File: src/rtl/traffic_request_arbiter.sv
// Fixed-priority arbiter that latches intersection service requests and offers them one at a time.
// Optional pedestrian rate limiting is compiled in with `define PED_COOLDOWN_EN.
module traffic_request_arbiter #(
    parameter int unsigned COOLDOWN_CYCLES = 100000000,
    parameter int unsigned CNT_W           = 32
) (
    input  logic       clk,
    input  logic       rst_n,
    input  logic       emergency_in,
    input  logic       power_outage_in,
    input  logic       pedestrian_in,
    input  logic       left_turn_in,
    input  logic       ctrl_ready,
    input  logic       grant_ack,
    output logic       grant_valid,
    output logic [1:0] grant_id,
    output logic [3:0] pending,
    output logic       busy
);

    localparam logic [1:0] ST_IDLE    = 2'd0;
    localparam logic [1:0] ST_OFFER   = 2'd1;
    localparam logic [1:0] ST_SERVICE = 2'd2;

    if (CNT_W < 32 && COOLDOWN_CYCLES >= (32'd1 << CNT_W)) begin : g_bad_cnt_w
        $error("CNT_W too narrow for COOLDOWN_CYCLES");
    end

    logic [3:0] raw;
    logic [3:0] sync1;
    logic [3:0] sync2;
    logic [1:0] fill;
    // Edge-detected inputs, bit order: 0 = emergency, 1 = pedestrian, 2 = left turn.
    logic [2:0] ev_sync;
    logic [2:0] edge_q;
    logic [2:0] armed;
    logic [2:0] rise;
    logic [2:0] pend_q;
    logic       served;
    logic [1:0] state;
    logic       seen_low;
    logic       ack_fire;
    logic [3:0] eligible;
    logic [1:0] sel_id;

    assign raw     = {left_turn_in, pedestrian_in, power_outage_in, emergency_in};
    assign ev_sync = {sync2[3], sync2[2], sync2[0]};
    assign rise    = ev_sync & ~edge_q & armed;
    assign ack_fire = (state == ST_OFFER) && grant_ack;
    assign pending = {pend_q[2], pend_q[1], sync2[1] & ~served, pend_q[0]};

    // An input only arms once it has been observed low through a filled synchronizer,
    // so a level already high when reset is released never counts as an edge.
    always_ff @(posedge clk or negedge rst_n) begin
        if (!rst_n) begin
            sync1  <= '0;
            sync2  <= '0;
            fill   <= '0;
            edge_q <= '0;
            armed  <= '0;
        end else begin
            sync1  <= raw;
            sync2  <= sync1;
            fill   <= {fill[0], 1'b1};
            edge_q <= ev_sync;
            armed  <= armed | ({3{fill[1]}} & ~ev_sync);
        end
    end

    always_ff @(posedge clk or negedge rst_n) begin
        if (!rst_n) begin
            pend_q <= '0;
            served <= 1'b0;
        end else begin
            pend_q[0] <= rise[0] | (pend_q[0] & ~(ack_fire && grant_id == 2'd0));
            pend_q[1] <= rise[1] | (pend_q[1] & ~(ack_fire && grant_id == 2'd2));
            pend_q[2] <= rise[2] | (pend_q[2] & ~(ack_fire && grant_id == 2'd3));
            if (!sync2[1])
                served <= 1'b0;
            else if (ack_fire && grant_id == 2'd1)
                served <= 1'b1;
        end
    end

`ifdef PED_COOLDOWN_EN
    localparam logic [CNT_W-1:0] COOLDOWN_LOAD = CNT_W'(COOLDOWN_CYCLES);
    logic [CNT_W-1:0] cd_cnt;

    always_ff @(posedge clk or negedge rst_n) begin
        if (!rst_n)
            cd_cnt <= '0;
        else if (ack_fire && grant_id == 2'd2)
            cd_cnt <= COOLDOWN_LOAD;
        else if (cd_cnt != '0)
            cd_cnt <= cd_cnt - CNT_W'(1);
    end

    assign eligible = pending & ~{1'b0, (cd_cnt != '0), 2'b00};
`else
    assign eligible = pending;
`endif

    always_comb begin
        sel_id = 2'd3;
        if (eligible[0])
            sel_id = 2'd0;
        else if (eligible[1])
            sel_id = 2'd1;
        else if (eligible[2])
            sel_id = 2'd2;
    end

    // Handshake: grant_valid/grant_id are held stable from the offer until grant_ack is
    // sampled high on a clock edge; that single edge completes the transfer, there is no
    // preemption, and grant_ack outside an offer has no effect.
    always_ff @(posedge clk or negedge rst_n) begin
        if (!rst_n) begin
            state       <= ST_IDLE;
            grant_valid <= 1'b0;
            grant_id    <= 2'd0;
            busy        <= 1'b0;
            seen_low    <= 1'b0;
        end else begin
            case (state)
                ST_IDLE: begin
                    if (ctrl_ready && (eligible != 4'b0000)) begin
                        grant_id    <= sel_id;
                        grant_valid <= 1'b1;
                        state       <= ST_OFFER;
                    end
                end
                ST_OFFER: begin
                    if (grant_ack) begin
                        grant_valid <= 1'b0;
                        busy        <= 1'b1;
                        seen_low    <= 1'b0;
                        state       <= ST_SERVICE;
                    end
                end
                ST_SERVICE: begin
                    // Sequencer must leave its ready phase and come back before a regrant.
                    if (!ctrl_ready) begin
                        seen_low <= 1'b1;
                    end else if (seen_low) begin
                        busy  <= 1'b0;
                        state <= ST_IDLE;
                    end
                end
                default: begin
                    state       <= ST_IDLE;
                    grant_valid <= 1'b0;
                    busy        <= 1'b0;
                end
            endcase
        end
    end

endmodule

File: config.mk
export PLATFORM = sky130hd
export DESIGN_NAME = traffic_request_arbiter
export DESIGN_NICKNAME = d
export VERILOG_FILES = /design/src/rtl/traffic_request_arbiter.sv
export SDC_FILE = /design/constraint.sdc
export NUM_CORES = 1
export LEC_CHECK = 0
export CAP_MARGIN = 0
export CORE_UTILIZATION = 30
export DETAILED_ROUTE_END_ITERATION = 6
export PLACE_DENSITY = 0.51
export SYNTH_ARGS = -nofsm -noshare
export SYNTH_HDL_FRONTEND = slang
export SYNTH_SLANG_ARGS = --single-unit
File: constraint.sdc
create_clock -name clk -period 1.3 [get_ports clk]
set_input_delay 0.195 -clock clk [delete_from_list [all_inputs] [get_ports clk]]
set_output_delay 0.195 -clock clk [all_outputs]
set_load 0.05 [all_outputs]
## Word level (Yosys, flattened, before mapping)

Cells that the tools add are included.

- Input bits: 8
- Register bits after elaboration: 27
- Logic and storage cells: 76

- Bitwise logic cells: 19
- Equal/unequal tests: 11
- Reduce and logical (&&, ||, !) cells: 15
- Multiplexer cells: 19

Operator list:

| operator | count |
|---|---|
| $mux 2 | 6 |
| $ne 2x2->1 const B | 5 |
| $and 3x3->3 | 3 |
| $mux 1 | 9 |
| $reduce_and 4->1 | 2 |
| $eq 2x2->1 const B | 3 |
| $logic_and 1x1->1 | 6 |
| $not 1->1 | 6 |
| $not 3->3 | 2 |
| $pmux 1 s3 | 2 |
| $pmux 2 s3 | 1 |
| $reduce_and 3->1 | 2 |
| $and 1x1->1 | 4 |
| $eq 2x1->1 const B | 2 |
| $logic_not 2->1 | 2 |
| $reduce_bool 4->1 | 1 |
| $or 1x1->1 | 3 |
| $or 3x3->3 | 1 |
| $ne 2x1->1 const B | 1 |
| $pmux 1 s2 | 1 |
| $reduce_and 2->1 | 1 |
| $reduce_bool 2->1 | 1 |

## Depth between registers and ports, before layout

- Depth in word-level cells: 6
- Mapped depth: 4

## Worst setup path after synthesis

OpenSTA, ideal clock, no wires.

- Path type: reg-to-reg
- Start point: reg served
- End point: reg grant_id[0]
- Library setup time: 0.087 ns
- Period minus slack after synthesis: 1.570 ns
- Arrival time: 1.483 ns
- Path buffers: 0
- Cell stages (with the launch flop): 4
- Required time: 1.213 ns
- Path slack: -0.270 ns
- Cell sequence: dfrtp_1 -> nor2b_1 -> o21bai_1 -> a22oi_1

- Word-level cells in the longest chain between the ends: 5
- Elaborated cells on any way between the ends: 7

Ends and longest elaborated chain:

| what | RTL line | text |
|---|---|---|
| from (decl) | 39 | `logic served;` |
| from (signal assigned) | 73 | `served <= 1'b0;` |
| from (signal assigned) | 79 | `served <= 1'b0;` |
| from (signal assigned) | 81 | `served <= 1'b1;` |
| $not 1->1 * | 50 | `assign pending = {pend_q[2], pend_q[1], sync2[1] & ~served, pend_q[0]};` |
| $and 1x1->1 * | 50 |  |
| named net pending[1] | 17 | `output logic [3:0] pending,` |
| $reduce_bool 4->1 | 126 | `if (ctrl_ready && (eligible != 4'b0000)) begin` |
| $logic_and 1x1->1 | 126 |  |
| $reduce_and 2->1 (no source line) | - |  |
| to (signal assigned) | 127 | `grant_id <= sel_id;` |
| to (decl) | 16 | `output logic [1:0] grant_id,` |

The timed path passes the listed nets; every way through them passes the cells marked *.
A chain may end at the register's enable or synchronous reset.

## Worst setup path after layout

- Start point: reg served
- End point: out pending[1]

- Word-level cells in the longest chain between the ends: 2

Ends and longest elaborated chain:

| what | RTL line |
|---|---|
| $not 1->1 | 50 |
| $and 1x1->1 | 50 |
| to (decl) | 17 |

No other way between the ends.

==> insert_results.sql <==
INSERT INTO impl_metrics (metric_group, metric, value, unit) VALUES
('floorplan', 'ios', '16', ''),
('timing', 'layout_worst_path_cycle_share', '97.0', '%'),
('placement', 'place_ws', '0.0151', 'ns'),
('setup_path', 'worst-setup-path-type', 'reg -> out', ''),
('logic_synthesis', 'synth_area_per_cell', '12.5', 'µm²'),
('setup_path', 'timing.critical_path.arrival', '1.07', 'ns'),
('placement', 'globalplace.congestion', '0.741', ''),
('logic_synthesis', 'area_fraction_of_the_dominant_cell_type_after_synthesis', '69.4', '%'),
('setup_path', 'crit_chain', 'nor2b_4, buf_12', ''),
('setup_path', 'critical_path_required', '1.11', 'ns'),
('timing', 'holdWs', '0.215', 'ns'),
('timing', 'total_negative_slack', '0', 'ns'),
('global_routing', 'grt_start_max_net_pins', '28', ''),
('global_routing', 'grt.overflow.total', '0', ''),
('logic_synthesis', 'cell_area_synth', '973', 'µm²'),
('global_routing', 'globalRouteTotalUtil', '11.2', '%'),
('finish', 'flow.area_growth_from_synthesis', '41.5', '%'),
('clock_tree', 'clock_latency', '0.32', 'ns'),
('logic_synthesis', 'synth_top_cells_by_area', 'dfrtp_1, nand2_1, inv_1', ''),
('clock_tree', 'clock-root-buffer', 'clkbuf_4', ''),
('timing', 'finalCriticalPeriod', '1.26', 'ns'),
('setup_path', 'cp-end-kind', 'output port', ''),
('logic_synthesis', 'synth.distinct_cells', '21', ''),
('drt', 'routed_wl', '1610', 'µm'),
('clock_tree', 'clkSinkCount', '27', ''),
('worst_hold_path', 'min-delay-path-class', 'in -> async', ''),
('logic_synthesis', 'synthesis.instances', '78', ''),
('drt', 'dr_total_vias', '630', ''),
('clock_tree', 'clk_transition_reported_paths', '0.14', 'ns'),
('global_routing', 'first_global_vias', '621', ''),
('placement', 'place_hpwl', '1150', 'µm'),
('drt', 'wirelength_met1', '797', 'µm'),
('floorplan', 'row_count', '20', ''),
('global_routing', 'antenna_found_initial', '0', ''),
('timing', 'rsz_0062_raised_after_global_routing', 'yes', ''),
('drt', 'met2RoutedLength', '727', 'µm'),
('logic_synthesis', 'synth_top_cell_by_area', 'dfrtp_1', ''),
('drt', 'drt_pass1_iterations', '3', ''),
('logic_synthesis', 'synth_sequential_area_ratio', '69.4', '%'),
('timing', 'setup_viol', '0', ''),
('timing', 'drv_slew', '0', ''),
('setup_path', 'timing.reg2reg.setup_slack', '0.11', 'ns'),
('finish', 'layout_commonest_cell', 'dfrtp_1', ''),
('floorplan', 'die_width', '59.0', 'µm'),
('drt', 'route.met3.wl', '55', 'µm'),
('placement', 'detailed_place.area', '1310', 'µm²'),
('setup_path', 'setup.worst_path.start_class', 'flip-flop', ''),
('floorplan', 'floorplan.die.height', '59.0', 'µm'),
('floorplan', 'initial_standard_cell_utilization_of_the_core', '31.6', '%'),
('timing', 'clock_skew', '0.0104', 'ns'),
('timing', 'timing.final.ws_setup', '0.0395', 'ns'),
('finish', 'most-common-layout-cells', 'dfrtp_1, buf_4, nand2_1, buf_12', ''),
('drt', 'route.top_layer_used', 'met4', ''),
('timing', 'f_max', '793', 'MHz'),
('clock_tree', 'cts-root-to-sink-buffers', '2', ''),
('setup_path', 'critical_path_top_delay_cell', 'dfrtp_1', ''),
('setup_path', 'critical_path.n_buffers_inverters', '1', ''),
('floorplan', 'die_outline_area', '3480', 'µm²'),
('setup_path', 'max_stage_delay', '0.43', 'ns'),
('clock_tree', 'numCtsBuffers', '3', ''),
('power_and_ir_drop', 'leakage_power_total', '0.000621', 'µW'),
('drt', 'post_route_drc', '0', ''),
('power_and_ir_drop', 'ir_drop', '725', 'µV'),
('setup_path', 'cpLargestDelayFamily', 'flip-flops', ''),
('drt', 'wl_per_cell', '10.8', 'µm'),
('finish', 'drive_above_1_share', '25.5', '%'),
('setup_path', 'crit-reg2reg-launch', 'sync2[1]$_DFF_PN0_', ''),
('outcome', 'run_status', 'finished clean', ''),
('setup_path', 'reg2regPathDepth', '4', ''),
('global_routing', 'grt_first_pass_wirelength', '2840', 'µm'),
('finish', 'final_core_utilization', '44.8', '%');
## sequential cells by signal, indices dropped and copies added, names as in the netlist
name / cells
sync2: 4
fill: 2
seen_low: 1
state: 2
grant_valid: 1
busy: 1
edge_q: 3
pend_q: 3
served: 1
grant_id: 2
sync1: 4
armed: 3
## synth_stat cells
library cell / count
a21o_1: 3
a21oi_1: 5
a22oi_1: 1
and4b_2: 1
buf_4: 1
buf_6: 1
conb_1: 1
dfrtp_1: 27
inv_1: 7
nand2_1: 9
nand2b_1: 1
nand3b_1: 1
nor2_1: 2
nor2b_1: 3
nor3b_4: 1
o21a_1: 1
o21ai_0: 5
o21ai_1: 3
o21bai_1: 1
o2bb2ai_1: 1
o41ai_1: 3
## stage by stage
| stage | cells | power [µW] |
|---|---|---|
| 2_1_floorplan | 78 | 1800 |
| 3_3_place_gp | 142 | 2390 |
| 3_5_place_dp | 142 | 2410 |
| 4_1_cts | 148 | 2800 |
| 5_1_grt | 150 | 2950 |
| 6_report | 150 | 2770 |
## worst max-delay path by stage
stage	start	to	slack (ns)	cells past startpoint
after detailed placement	grant_ack	pend_q[0]$_DFF_PN0_	0.02	4
after floorplan	grant_id[1]$_DFFE_PN0P_	pend_q[1]$_DFF_PN0_	0.03	3
after global placement	ctrl_ready	grant_id[1]$_DFFE_PN0P_	0.02	4
final	served$_DFFE_PN0P_	pending[1]	0.04	2
after CTS	served$_DFFE_PN0P_	pending[1]	0.02	2
after global routing	served$_DFFE_PN0P_	pending[1]	-0.02	2
## power by group
part | leakage, µW | internal, µW | switching (µW) | total [µW]
Clock | 0.0000177 | 115 | 238 | 353
Sequential | 0.000302 | 998 | 205 | 1200
Combinational | 0.000302 | 607 | 612 | 1220
Total | 0.000621 | 1720 | 1050 | 2770
## layer usage
| layer | GRT usage, % | up-vias |
|---|---|---|
| li1 | - | 317 |
| met1 | 14.8 | 294 |
| met2 | 17.2 | 15 |
| met3 | 2.20 | 4 |
| met4 | 6.12 | 0 |
| met5 | 0 | - |
## layout make-up
class / count / area (µm²)
fill: 301 / 1700
sequential: 27 / 676
timing repair buffer: 26 / 325
multi-input combinational: 42 / 268
tap: 44 / 55.1
inverter: 7 / 26.3
clock buffer: 3 / 22.5
clock inverter: 1 / 5.00
## what timing repair did
action	4_1_cts	5_1_grt
endpoints found under the setup margin	1	2
pin swaps	0	0
hold buffers	0	0
buffers inserted	2	2
gates resized for setup	2	0
## cells by family (layout without fill, tap and decap cells)
family,after synthesis,after routing,share of synthesized area (%)
simple gates,18,18,10.7
compound gates,23,23,14.9
buf+inv,9,37,4.63
other cells,1,1,0.385
flops,27,27,69.4
(Power assumes the default switching activity.)
